File: src/rtl/store_narrow_unit_if.sv
// Store-narrow bus bundle: request handshake from the execute/memory stage
// plus the word-wide data RAM port and completion status.
//   slave  : view taken by store_narrow_unit (accepts requests, drives RAM)
//   master : view taken by the pipeline/RAM side (issues requests, returns rdata)
interface store_narrow_unit_if #(
  parameter int ADDR_W = 32
);
  logic              req_valid;
  logic              req_ready;
  logic [ADDR_W-1:0] addr;
  logic [1:0]        size;
  logic [31:0]       data_in;
  logic [ADDR_W-1:0] mem_addr;
  logic              mem_rd;
  logic [31:0]       mem_rdata;
  logic              mem_rvalid;
  logic              mem_wr;
  logic [31:0]       mem_wdata;
  logic              done;
  logic              busy;
  logic              err;

  modport slave (
    input  req_valid, addr, size, data_in, mem_rdata, mem_rvalid,
    output req_ready, mem_addr, mem_rd, mem_wr, mem_wdata, done, busy, err
  );

  modport master (
    output req_valid, addr, size, data_in, mem_rdata, mem_rvalid,
    input  req_ready, mem_addr, mem_rd, mem_wr, mem_wdata, done, busy, err
  );
endinterface

File: src/rtl/store_narrow_unit.sv
// store_narrow_unit: narrows a 32-bit register value to byte/half/word and
// writes it into a word-addressed data RAM. Sub-word stores do a
// read-modify-write (RD -> WAIT -> WR -> DONE); word stores go straight to WR.
//
// Ports:
//   clk, rst        clock (rising edge), asynchronous active-high reset
//   bus (slave)     req_valid/req_ready/addr/size/data_in request handshake,
//                   mem_addr/mem_rd/mem_rdata/mem_rvalid/mem_wr/mem_wdata RAM
//                   port, done/busy/err status
// Parameters:
//   ADDR_W          byte-address width
//   BIG_ENDIAN      1 = MIPS big-endian lane mapping, 0 = little-endian
// Optional feature macro: STORE_NARROW_MISALIGN_TRAP_EN
//   defined   : misaligned half/word completes immediately with err, no access
//   undefined : err tied low, misaligned addresses are forced aligned

// One byte lane of the merge: take the new byte when enabled, else keep RAM data.
module store_narrow_lane #(
  parameter int VEC_W = 8
) (
  input  logic             be,
  input  logic [VEC_W-1:0] new_b,
  input  logic [VEC_W-1:0] old_b,
  output logic [VEC_W-1:0] mrg_b
);
  assign mrg_b = be ? new_b : old_b;
endmodule

module store_narrow_unit #(
  parameter int ADDR_W     = 32,
  parameter bit BIG_ENDIAN = 1'b1
) (
  input  logic                clk,
  input  logic                rst,
  store_narrow_unit_if.slave  bus
);
  localparam int NUM_LANES = 4;
  localparam int VEC_W     = 8;

  typedef enum logic [2:0] {S_IDLE, S_RD, S_WAIT, S_WR, S_DONE} state_t;
  state_t state, state_nxt;

  // Captured request (only the fields the merge still needs)
  logic [ADDR_W-1:0] addr_q;
  logic [1:0]        off_q;
  logic              byte_q;
  logic [15:0]       data_q;
  logic [31:0]       wdata_q;

  logic accept, is_word, trap;
  assign accept  = bus.req_valid && (state == S_IDLE);
  assign is_word = bus.size[1];   // 10 and 11 both behave as a word

`ifdef STORE_NARROW_MISALIGN_TRAP_EN
  logic err_q;
  assign trap = ((bus.size == 2'b01) && bus.addr[0]) ||
                (is_word && (bus.addr[1:0] != 2'b00));
`else
  assign trap = 1'b0;
`endif

  // ---------------- state register ----------------
  always_ff @(posedge clk or posedge rst) begin
    if (rst) state <= S_IDLE;
    else     state <= state_nxt;
  end

  // ---------------- next state ----------------
  always_comb begin
    state_nxt = state;
    case (state)
      S_IDLE: if (accept) state_nxt = trap ? S_DONE : (is_word ? S_WR : S_RD);
      S_RD:   state_nxt = S_WAIT;
      S_WAIT: if (bus.mem_rvalid) state_nxt = S_WR;
      S_WR:   state_nxt = S_DONE;
      S_DONE: state_nxt = S_IDLE;
      default: state_nxt = S_IDLE;
    endcase
  end

  // ---------------- outputs ----------------
  always_comb begin
    bus.req_ready = (state == S_IDLE);
    bus.busy      = (state != S_IDLE);
    bus.mem_rd    = (state == S_RD);
    bus.mem_wr    = (state == S_WR);
    bus.done      = (state == S_DONE);
    bus.mem_addr  = addr_q;
    bus.mem_wdata = wdata_q;
`ifdef STORE_NARROW_MISALIGN_TRAP_EN
    bus.err       = (state == S_DONE) && err_q;
`else
    bus.err       = 1'b0;
`endif
  end

  // ---------------- lane merge ----------------
  // Byte enables per 8-bit lane (lane k = bits [8k+7:8k]). Halfwords only
  // look at offset bit 1, which also forces a misaligned half aligned.
  logic [NUM_LANES-1:0] be;
  logic                 half_hi;
  always_comb begin
    half_hi = BIG_ENDIAN ? ~off_q[1] : off_q[1];
    if (byte_q) be = BIG_ENDIAN ? (4'b1000 >> off_q) : (4'b0001 << off_q);
    else        be = half_hi ? 4'b1100 : 4'b0011;
  end

  // Replicate the narrow value across all lanes; the enables pick the target.
  logic [NUM_LANES-1:0][VEC_W-1:0] rep_l, old_l, mrg_l;
  assign rep_l = byte_q ? {4{data_q[7:0]}} : {2{data_q}};
  assign old_l = bus.mem_rdata;

  for (genvar g = 0; g < NUM_LANES; g++) begin : g_lane
    store_narrow_lane #(.VEC_W(VEC_W)) u_lane (
      .be    (be[g]),
      .new_b (rep_l[g]),
      .old_b (old_l[g]),
      .mrg_b (mrg_l[g])
    );
  end

  // ---------------- datapath registers ----------------
  always_ff @(posedge clk or posedge rst) begin
    if (rst) begin
      addr_q  <= '0;
      off_q   <= '0;
      byte_q  <= 1'b0;
      data_q  <= '0;
      wdata_q <= '0;
`ifdef STORE_NARROW_MISALIGN_TRAP_EN
      err_q   <= 1'b0;
`endif
    end else if (accept) begin
      addr_q <= {bus.addr[ADDR_W-1:2], 2'b00};
      off_q  <= bus.addr[1:0];
      byte_q <= (bus.size == 2'b00);
      data_q <= bus.data_in[15:0];
      if (is_word) wdata_q <= bus.data_in;
`ifdef STORE_NARROW_MISALIGN_TRAP_EN
      err_q  <= trap;
`endif
    end else if ((state == S_WAIT) && bus.mem_rvalid) begin
      wdata_q <= mrg_l;
    end
  end
endmodule

File: src/flat_wrapper.sv
// flat-port wrapper written by rule: the top's interface ports become plain ports
module store_narrow_unit_flat 
#(
  parameter int ADDR_W     = 32,
  parameter bit BIG_ENDIAN = 1'b1
)
  (clk, rst, bus_req_valid, bus_addr, bus_size, bus_data_in, bus_mem_rdata, bus_mem_rvalid, bus_req_ready, bus_mem_addr, bus_mem_rd, bus_mem_wr, bus_mem_wdata, bus_done, bus_busy, bus_err);
  store_narrow_unit_if #(.ADDR_W(ADDR_W)) bus_i ();
  input  logic clk;
  input  logic rst;
  input wire logic [$bits(bus_i.req_valid)-1:0] bus_req_valid;
  input wire logic [$bits(bus_i.addr)-1:0] bus_addr;
  input wire logic [$bits(bus_i.size)-1:0] bus_size;
  input wire logic [$bits(bus_i.data_in)-1:0] bus_data_in;
  input wire logic [$bits(bus_i.mem_rdata)-1:0] bus_mem_rdata;
  input wire logic [$bits(bus_i.mem_rvalid)-1:0] bus_mem_rvalid;
  output wire logic [$bits(bus_i.req_ready)-1:0] bus_req_ready;
  output wire logic [$bits(bus_i.mem_addr)-1:0] bus_mem_addr;
  output wire logic [$bits(bus_i.mem_rd)-1:0] bus_mem_rd;
  output wire logic [$bits(bus_i.mem_wr)-1:0] bus_mem_wr;
  output wire logic [$bits(bus_i.mem_wdata)-1:0] bus_mem_wdata;
  output wire logic [$bits(bus_i.done)-1:0] bus_done;
  output wire logic [$bits(bus_i.busy)-1:0] bus_busy;
  output wire logic [$bits(bus_i.err)-1:0] bus_err;
  assign bus_i.req_valid = bus_req_valid;
  assign bus_i.addr = bus_addr;
  assign bus_i.size = bus_size;
  assign bus_i.data_in = bus_data_in;
  assign bus_i.mem_rdata = bus_mem_rdata;
  assign bus_i.mem_rvalid = bus_mem_rvalid;
  assign bus_req_ready = bus_i.req_ready;
  assign bus_mem_addr = bus_i.mem_addr;
  assign bus_mem_rd = bus_i.mem_rd;
  assign bus_mem_wr = bus_i.mem_wr;
  assign bus_mem_wdata = bus_i.mem_wdata;
  assign bus_done = bus_i.done;
  assign bus_busy = bus_i.busy;
  assign bus_err = bus_i.err;
  store_narrow_unit #(.ADDR_W(ADDR_W), .BIG_ENDIAN(BIG_ENDIAN)) u_core (.clk(clk), .rst(rst), .bus(bus_i));
endmodule
File: config.mk
export PLATFORM = sky130hd
export DESIGN_NAME = store_narrow_unit_flat
export DESIGN_NICKNAME = d
export VERILOG_FILES = /design/src/rtl/store_narrow_unit_if.sv /design/src/rtl/store_narrow_unit.sv /design/src/flat_wrapper.sv
export SDC_FILE = /design/constraint.sdc
export NUM_CORES = 1
export LEC_CHECK = 0
export ABC_AREA = 1
export BUFFER_PORTS_ARGS = -buffer_cell sky130_fd_sc_hd__buf_4
export CAP_MARGIN = 0
export CORE_AREA = 10 10 98 143
export CTS_CLUSTER_DIAMETER = 100
export DETAILED_ROUTE_END_ITERATION = 6
export DIE_AREA = 0 0 108 153
export PLACE_DENSITY = 0.75
export SKIP_CTS_REPAIR_TIMING = 1
export SYNTH_ARGS = -nofsm -noshare
export SYNTH_HDL_FRONTEND = slang
export SYNTH_SLANG_ARGS = --single-unit
export TNS_END_PERCENT = 10
File: constraint.sdc
create_clock -name clk -period 4.5 [get_ports clk]
set_clock_uncertainty 0.2 [all_clocks]
set_input_delay 0.225 -clock clk [delete_from_list [all_inputs] [get_ports clk]]
set_output_delay 0.225 -clock clk [all_outputs]
set_load 0.02 [all_outputs]
=== Word-level counts from Yosys, hierarchy flattened ===
Index checks and enable logic that the tools add are counted.
Widths: inputs -> output; s select.

* Register bits: 84
* Bits of input ports: 102

* Multiplexer cells: 14
* Shift operators: 1
* Reduce and logical (&&, ||, !) cells: 8
* Equal/unequal tests: 7

{| class="wikitable"
|+ Operators by type and width
! cell !! count
|-
| $mux 32 || 4
|-
| $mux 8 || 4
|-
| $pmux 3 s4 || 1
|-
| $mux 4 || 2
|-
| $eq 3x2->1 const B || 2
|-
| $mux 3 || 2
|-
| $ne 2x2->1 const B || 2
|-
| $reduce_and 2->1 || 2
|-
| $shr 4x2->4 const A || 1
|-
| $eq 3x1->1 const B || 1
|-
| $eq 3x3->1 const B || 1
|-
| $logic_not 3->1 || 1
|-
| $reduce_bool 3->1 || 1
|-
| $logic_and 1x1->1 || 2
|-
| $logic_not 2->1 || 1
|-
| $mux 2 || 1
|-
| $ne 2x1->1 const B || 1
|-
| $reduce_bool 2->1 || 1
|}

=== Longest topological paths before layout ===
* Depth in word-level cells: 5
* Gate-level depth with buffers: 9
* Mapped depth without buffers: 8

=== Hierarchy ===
From an unflattened synthesis, not the netlist that was laid out.

* Cells, all modules: 590
* Area total of the unflattened synthesis: 4272.8 µm²

{| class="wikitable"
|+ By module, submodules not included
! module !! cells each !! seq. area each (µm²) !! times used !! area an instance (µm²)
|-
| store_narrow_unit || 486 || 2102.0 || 1 || 3852.4
|-
| store_narrow_lane || 26 || 0.0 || 4 || 105.1
|}

=== Least setup slack after synthesis ===
No wires, ideal clock.

* Path type: register to register
* Start point: register u_core.state[0]
* End point: register u_core.wdata_q[24] (netlist: u_core.bus.mem_wdata[24])
* Arrival time: 1.118 ns
* Library setup time: 0.117 ns
* Path buffers: 1
* Required time: 4.183 ns
* Cell stages (with the launch flop): 7
* Path slack: 3.064 ns
* Cell sequence: dfrtp_1 -> nor2_4 -> nand3_4 -> clkbuf_2 -> or2_0 -> nand3_1 -> nand2_1

* Word-level cells in the longest chain between the ends: 4
* Elaborated cells on any way between the ends: 8
* Those cells by class: 2 x eq/ne; 1 x mux; 5 x reduce/logical

{| class="wikitable"
|+ Ends and longest elaborated chain
! element !! line !! source
|-
| start: declaration || store_narrow_unit.sv:41 || <nowiki>state_t state, state_nxt;</nowiki>
|-
| start signal: assignment || store_narrow_unit.sv:65 || <nowiki>else state <= state_nxt;</nowiki>
|-
| $eq 3x2->1 or $logic_not 3->1 (tied branches) || store_narrow_unit.sv:142, store_narrow_unit.sv:51 ||
|-
| $logic_and 1x1->1 (on tied branches) || store_narrow_unit.sv:142, store_narrow_unit.sv:51 ||
|-
| $reduce_bool 2->1 (no line) or $ne 2x2->1 (tied branches) || - ||
|-
| $reduce_and 2->1 (no line) || - ||
|-
| end signal: assignment || store_narrow_unit.sv:138 || <nowiki>if (is_word) wdata_q <= bus.data_in;</nowiki>
|-
| end signal: assignment || store_narrow_unit.sv:143 || <nowiki>wdata_q <= mrg_l;</nowiki>
|-
| end: declaration || store_narrow_unit.sv:48 || <nowiki>logic [31:0] wdata_q;</nowiki>
|}

Several ways; a longest one is shown, not always the timed one.
A chain may end at the register's enable or synchronous reset.

=== Worst setup path in the final report ===
* Start point: register u_core.state[0]
* End point: register u_core.wdata_q[7] (netlist: u_core.bus.mem_wdata[7])

Same word-level chain as after synthesis.

==> run_summary.xml <==
<?xml version="1.0" encoding="UTF-8"?>
<metrics>
  <group name="floorplan">
    <metric name="num_rows" unit="">48</metric>
    <metric name="die_height" unit="um">153</metric>
    <metric name="die_area" unit="sq um">16520</metric>
    <metric name="pin_count" unit="">172</metric>
    <metric name="start_util" unit="%">36.78</metric>
    <metric name="core" unit="sq um">11470</metric>
    <metric name="width_of_the_die" unit="um">108</metric>
  </group>
  <group name="placed_design">
    <metric name="portBuffers" unit="">168</metric>
    <metric name="placedCellCount" unit="">864</metric>
    <metric name="place.detailed.hpwl" unit="um">10310</metric>
    <metric name="pre_cts_slack" unit="ns">1.906</metric>
    <metric name="gp_congestion" unit="">0.8735</metric>
    <metric name="post_dp_cell_area" unit="sq um">5493</metric>
  </group>
  <group name="grt">
    <metric name="groute.usage.overall" unit="%">16.81</metric>
    <metric name="grt_remaining_overflow" unit="">0</metric>
    <metric name="grt_pass1_vias" unit="">4180</metric>
    <metric name="grt_pass1_wl" unit="um">22010</metric>
    <metric name="grt_max_degree" unit="">67</metric>
    <metric name="grt_antenna_before_repair" unit="">1</metric>
  </group>
  <group name="synthesis">
    <metric name="yosys_most_used_dff" unit="">sky130_fd_sc_hd__dfrtp_1</metric>
    <metric name="synth_enable_flop_cells" unit="">0</metric>
    <metric name="synth_top_area_share" unit="%">49.82</metric>
    <metric name="synth_common_cells" unit="">sky130_fd_sc_hd__nand2_1 (292), sky130_fd_sc_hd__dfrtp_1 (84), sky130_fd_sc_hd__nand3_1 (64)</metric>
    <metric name="synth.lib_cells_used.distinct" unit="">23</metric>
    <metric name="yosys.cell_count.top_type" unit="">sky130_fd_sc_hd__nand2_1</metric>
    <metric name="synth.largest_area_cell" unit="">sky130_fd_sc_hd__dfrtp_1</metric>
    <metric name="asyncSetResetFlopFracSynth" unit="%">100.0</metric>
    <metric name="yosysWarnings" unit="">0</metric>
    <metric name="synth_area_per_cell" unit="sq um">7.376</metric>
    <metric name="syn_inst" unit="">572</metric>
    <metric name="seq_cells_post_synth" unit="">84</metric>
    <metric name="netlist_area_pre_place" unit="sq um">4219</metric>
    <metric name="synth_seq_area_share" unit="%">49.82</metric>
    <metric name="cell_types_with_the_largest_area_share_after_synthesis" unit="">sky130_fd_sc_hd__dfrtp_1 (50%), sky130_fd_sc_hd__nand2_1 (26%), sky130_fd_sc_hd__nand3_1 (7.6%)</metric>
  </group>
  <group name="sta">
    <metric name="finalWorstSetupSlack" unit="ns">1.922</metric>
    <metric name="finalHoldWorstSlack" unit="ns">-0.05425</metric>
    <metric name="finalHoldViolCount" unit="">1</metric>
    <metric name="rsz_0062_raised_after_global_routing" unit="">false</metric>
    <metric name="final-max-slew-violation-count" unit="">0</metric>
    <metric name="final.min_clock_period" unit="ns">2.578</metric>
    <metric name="worstMarginPinSlew" unit="ns">1.087</metric>
    <metric name="max-slew-margin-rel" unit="%">27.56</metric>
    <metric name="setup_tns" unit="ns">0</metric>
    <metric name="setup-violations-final" unit="">0</metric>
    <metric name="fmax" unit="MHz">387.9</metric>
    <metric name="layout_worst_path_cycle_share" unit="%">57.29</metric>
  </group>
  <group name="detailed_routing">
    <metric name="drtIter0Drc" unit="">389</metric>
    <metric name="vias" unit="">4392</metric>
    <metric name="met2_length" unit="um">7630</metric>
    <metric name="detail_route.wirelength" unit="um">14780</metric>
    <metric name="route.antenna.remaining_nets" unit="">0</metric>
    <metric name="detail_route.drc_violations" unit="">0</metric>
    <metric name="highest-signal-layer" unit="">met4</metric>
    <metric name="vias_per_cell" unit="">4.723</metric>
    <metric name="wl_met1" unit="um">5633</metric>
    <metric name="first_pass_iters" unit="">4</metric>
    <metric name="routedWlPerCell" unit="um">15.89</metric>
    <metric name="met3_length" unit="um">1001</metric>
  </group>
  <group name="final_layout">
    <metric name="postLayoutCellArea" unit="sq um">6281</metric>
    <metric name="fill_cell_count" unit="">1053</metric>
    <metric name="instances_no_fill" unit="">930</metric>
    <metric name="design.final.nets" unit="">877</metric>
    <metric name="synthToLayoutAreaGrowth" unit="%">48.87</metric>
    <metric name="drive_gt1_share" unit="%">25.16</metric>
  </group>
  <group name="hold_path">
    <metric name="holdPathStages" unit="">3</metric>
    <metric name="worstHoldEndpoint" unit="">u_core.data_q[7]$_DFFE_PP0P_</metric>
    <metric name="hold_class" unit="">input port to flip-flop</metric>
    <metric name="timing.hold.worst.start" unit="">bus_data_in[7]</metric>
  </group>
  <group name="power">
    <metric name="p_leak" unit="uW">0.003481</metric>
    <metric name="pwr_density_cell" unit="nW/um^2">703.8</metric>
    <metric name="power.ir.vdd_worst" unit="mV">0.2424</metric>
  </group>
  <group name="setup_path">
    <metric name="required" unit="ns">4.57</metric>
    <metric name="launch_point_of_the_critical_path" unit="">u_core.state[0]$_DFFE_PP0P_</metric>
    <metric name="worst-r2r-setup-slack" unit="ns">1.92</metric>
    <metric name="worstRegToRegCells" unit="">7</metric>
    <metric name="crit-reg2reg-launch" unit="">u_core.state[0]$_DFFE_PP0P_</metric>
    <metric name="crit_path_start_kind" unit="">flip-flop</metric>
    <metric name="critical_path.reg2reg.endpoint" unit="">u_core.bus.mem_wdata[7]$_DFFE_PP0P_</metric>
    <metric name="critical_path_arrival" unit="ns">2.65</metric>
    <metric name="worstSetupEndpointType" unit="">flip-flop</metric>
    <metric name="critPathKind" unit="">flip-flop to flip-flop</metric>
    <metric name="crit_path_max_fanout" unit="">66</metric>
  </group>
  <group name="cts">
    <metric name="worst_skew_pair.late_latency" unit="ns">0.33</metric>
    <metric name="ctsLongestPathBuffers" unit="">2</metric>
    <metric name="htree_num_levels" unit="">3</metric>
    <metric name="cts_tree" unit="">done</metric>
    <metric name="cts_inserted_buffers" unit="">9</metric>
    <metric name="cts.sink_count" unit="">84</metric>
    <metric name="clkSlewWorstSetupHoldPaths" unit="ns">0.06</metric>
    <metric name="root_buffer_master" unit="">sky130_fd_sc_hd__clkbuf_16</metric>
  </group>
  <group name="status">
    <metric name="run_status" unit="">finished with violations</metric>
    <metric name="violated_checks" unit="">negative hold slack</metric>
  </group>
  <group name="flow_run">
    <metric name="cap_viol_max_count" unit="">0</metric>
  </group>
</metrics>
[where the power goes]
group | switching [uW] | internal, uW | total, uW
clock network | 286 | 442 | 728
registers | 270 | 1120 | 1390
logic | 1440 | 865 | 2300
[registers in the layout, summed over array words and instances (netlist names)]
register              count
u_core.state              3
u_core.bus.mem_addr      30
u_core.data_q            16
u_core.byte_q             1
u_core.bus.mem_wdata     32
u_core.off_q              2
[critical path, stage by stage (launching register included)]
cell,delay [ns]
sky130_fd_sc_hd__dfrtp_1,0.41
sky130_fd_sc_hd__nor2_4,0.17
sky130_fd_sc_hd__nand3_4,0.34
sky130_fd_sc_hd__inv_2,0.92
sky130_fd_sc_hd__nand2_1,0.19
sky130_fd_sc_hd__nand2_1,0.13
sky130_fd_sc_hd__nand2_1,0.05
sky130_fd_sc_hd__nand2_1,0.07
[kinds of logic after synthesis]
family	Yosys count	synth area share (%)
flops	84	49.82
buf+inv	73	8.541
compound gates	29	3.588
other cells	1	0.08888
simple gates	385	37.96
[per-stage QoR]
step | total power (uW) | utilization [%]
after global routing | 4791 | 54.76
final | 4421 | 54.76
after CTS | 4398 | 50.37
after detailed placement | 3656 | 47.88
after global placement | 3623 | 47.88
after floorplan | 2833 | -
[final cells by class]
cell class              count  area (sq um)  area share (%)
clock buffers              13         250.2           3.984
well taps                 150         187.7           2.988
diodes                      1         2.502         0.03984
clock inverters             2         35.03          0.5578
multi-input cells         417          1764           28.09
flip-flops and latches     84          2102           33.47
repair buffers            220          1777           28.29
inverters                  43         162.7           2.590
[layout by cell type (no fill, tap or decap), types with 9 or more instances in the layout]
cell type and n:
sky130_fd_sc_hd__nand2_1 292, sky130_fd_sc_hd__buf_4 170, sky130_fd_sc_hd__dfrtp_1 84, sky130_fd_sc_hd__nand3_1 64
sky130_fd_sc_hd__dlygate4sd3_1 50, sky130_fd_sc_hd__inv_1 39, sky130_fd_sc_hd__o21ai_0 17, sky130_fd_sc_hd__or2_0 12
sky130_fd_sc_hd__o21ai_1 10, sky130_fd_sc_hd__clkbuf_16 9
[worst max path at each step]
stage / to / slack (ns)
floorplan: u_core.bus.mem_addr[10]$_DFFE_PP0P_ / 1.91
global placement: u_core.bus.mem_wdata[2]$_DFFE_PP0P_ / 2.02
detailed placement: u_core.bus.mem_wdata[7]$_DFFE_PP0P_ / 1.91
CTS: u_core.bus.mem_wdata[7]$_DFFE_PP0P_ / 1.90
global route: u_core.bus.mem_wdata[7]$_DFFE_PP0P_ / 1.55
finish: u_core.bus.mem_wdata[7]$_DFFE_PP0P_ / 1.92
[layer usage]
metal	GRT usage (%)	vias up
li1	-	2165
met1	19.36	2014
met2	27.74	174
met3	4.714	39
met4	7.918	0
met5	0	-
No activity file was read; power rests on OpenSTA's default activity.
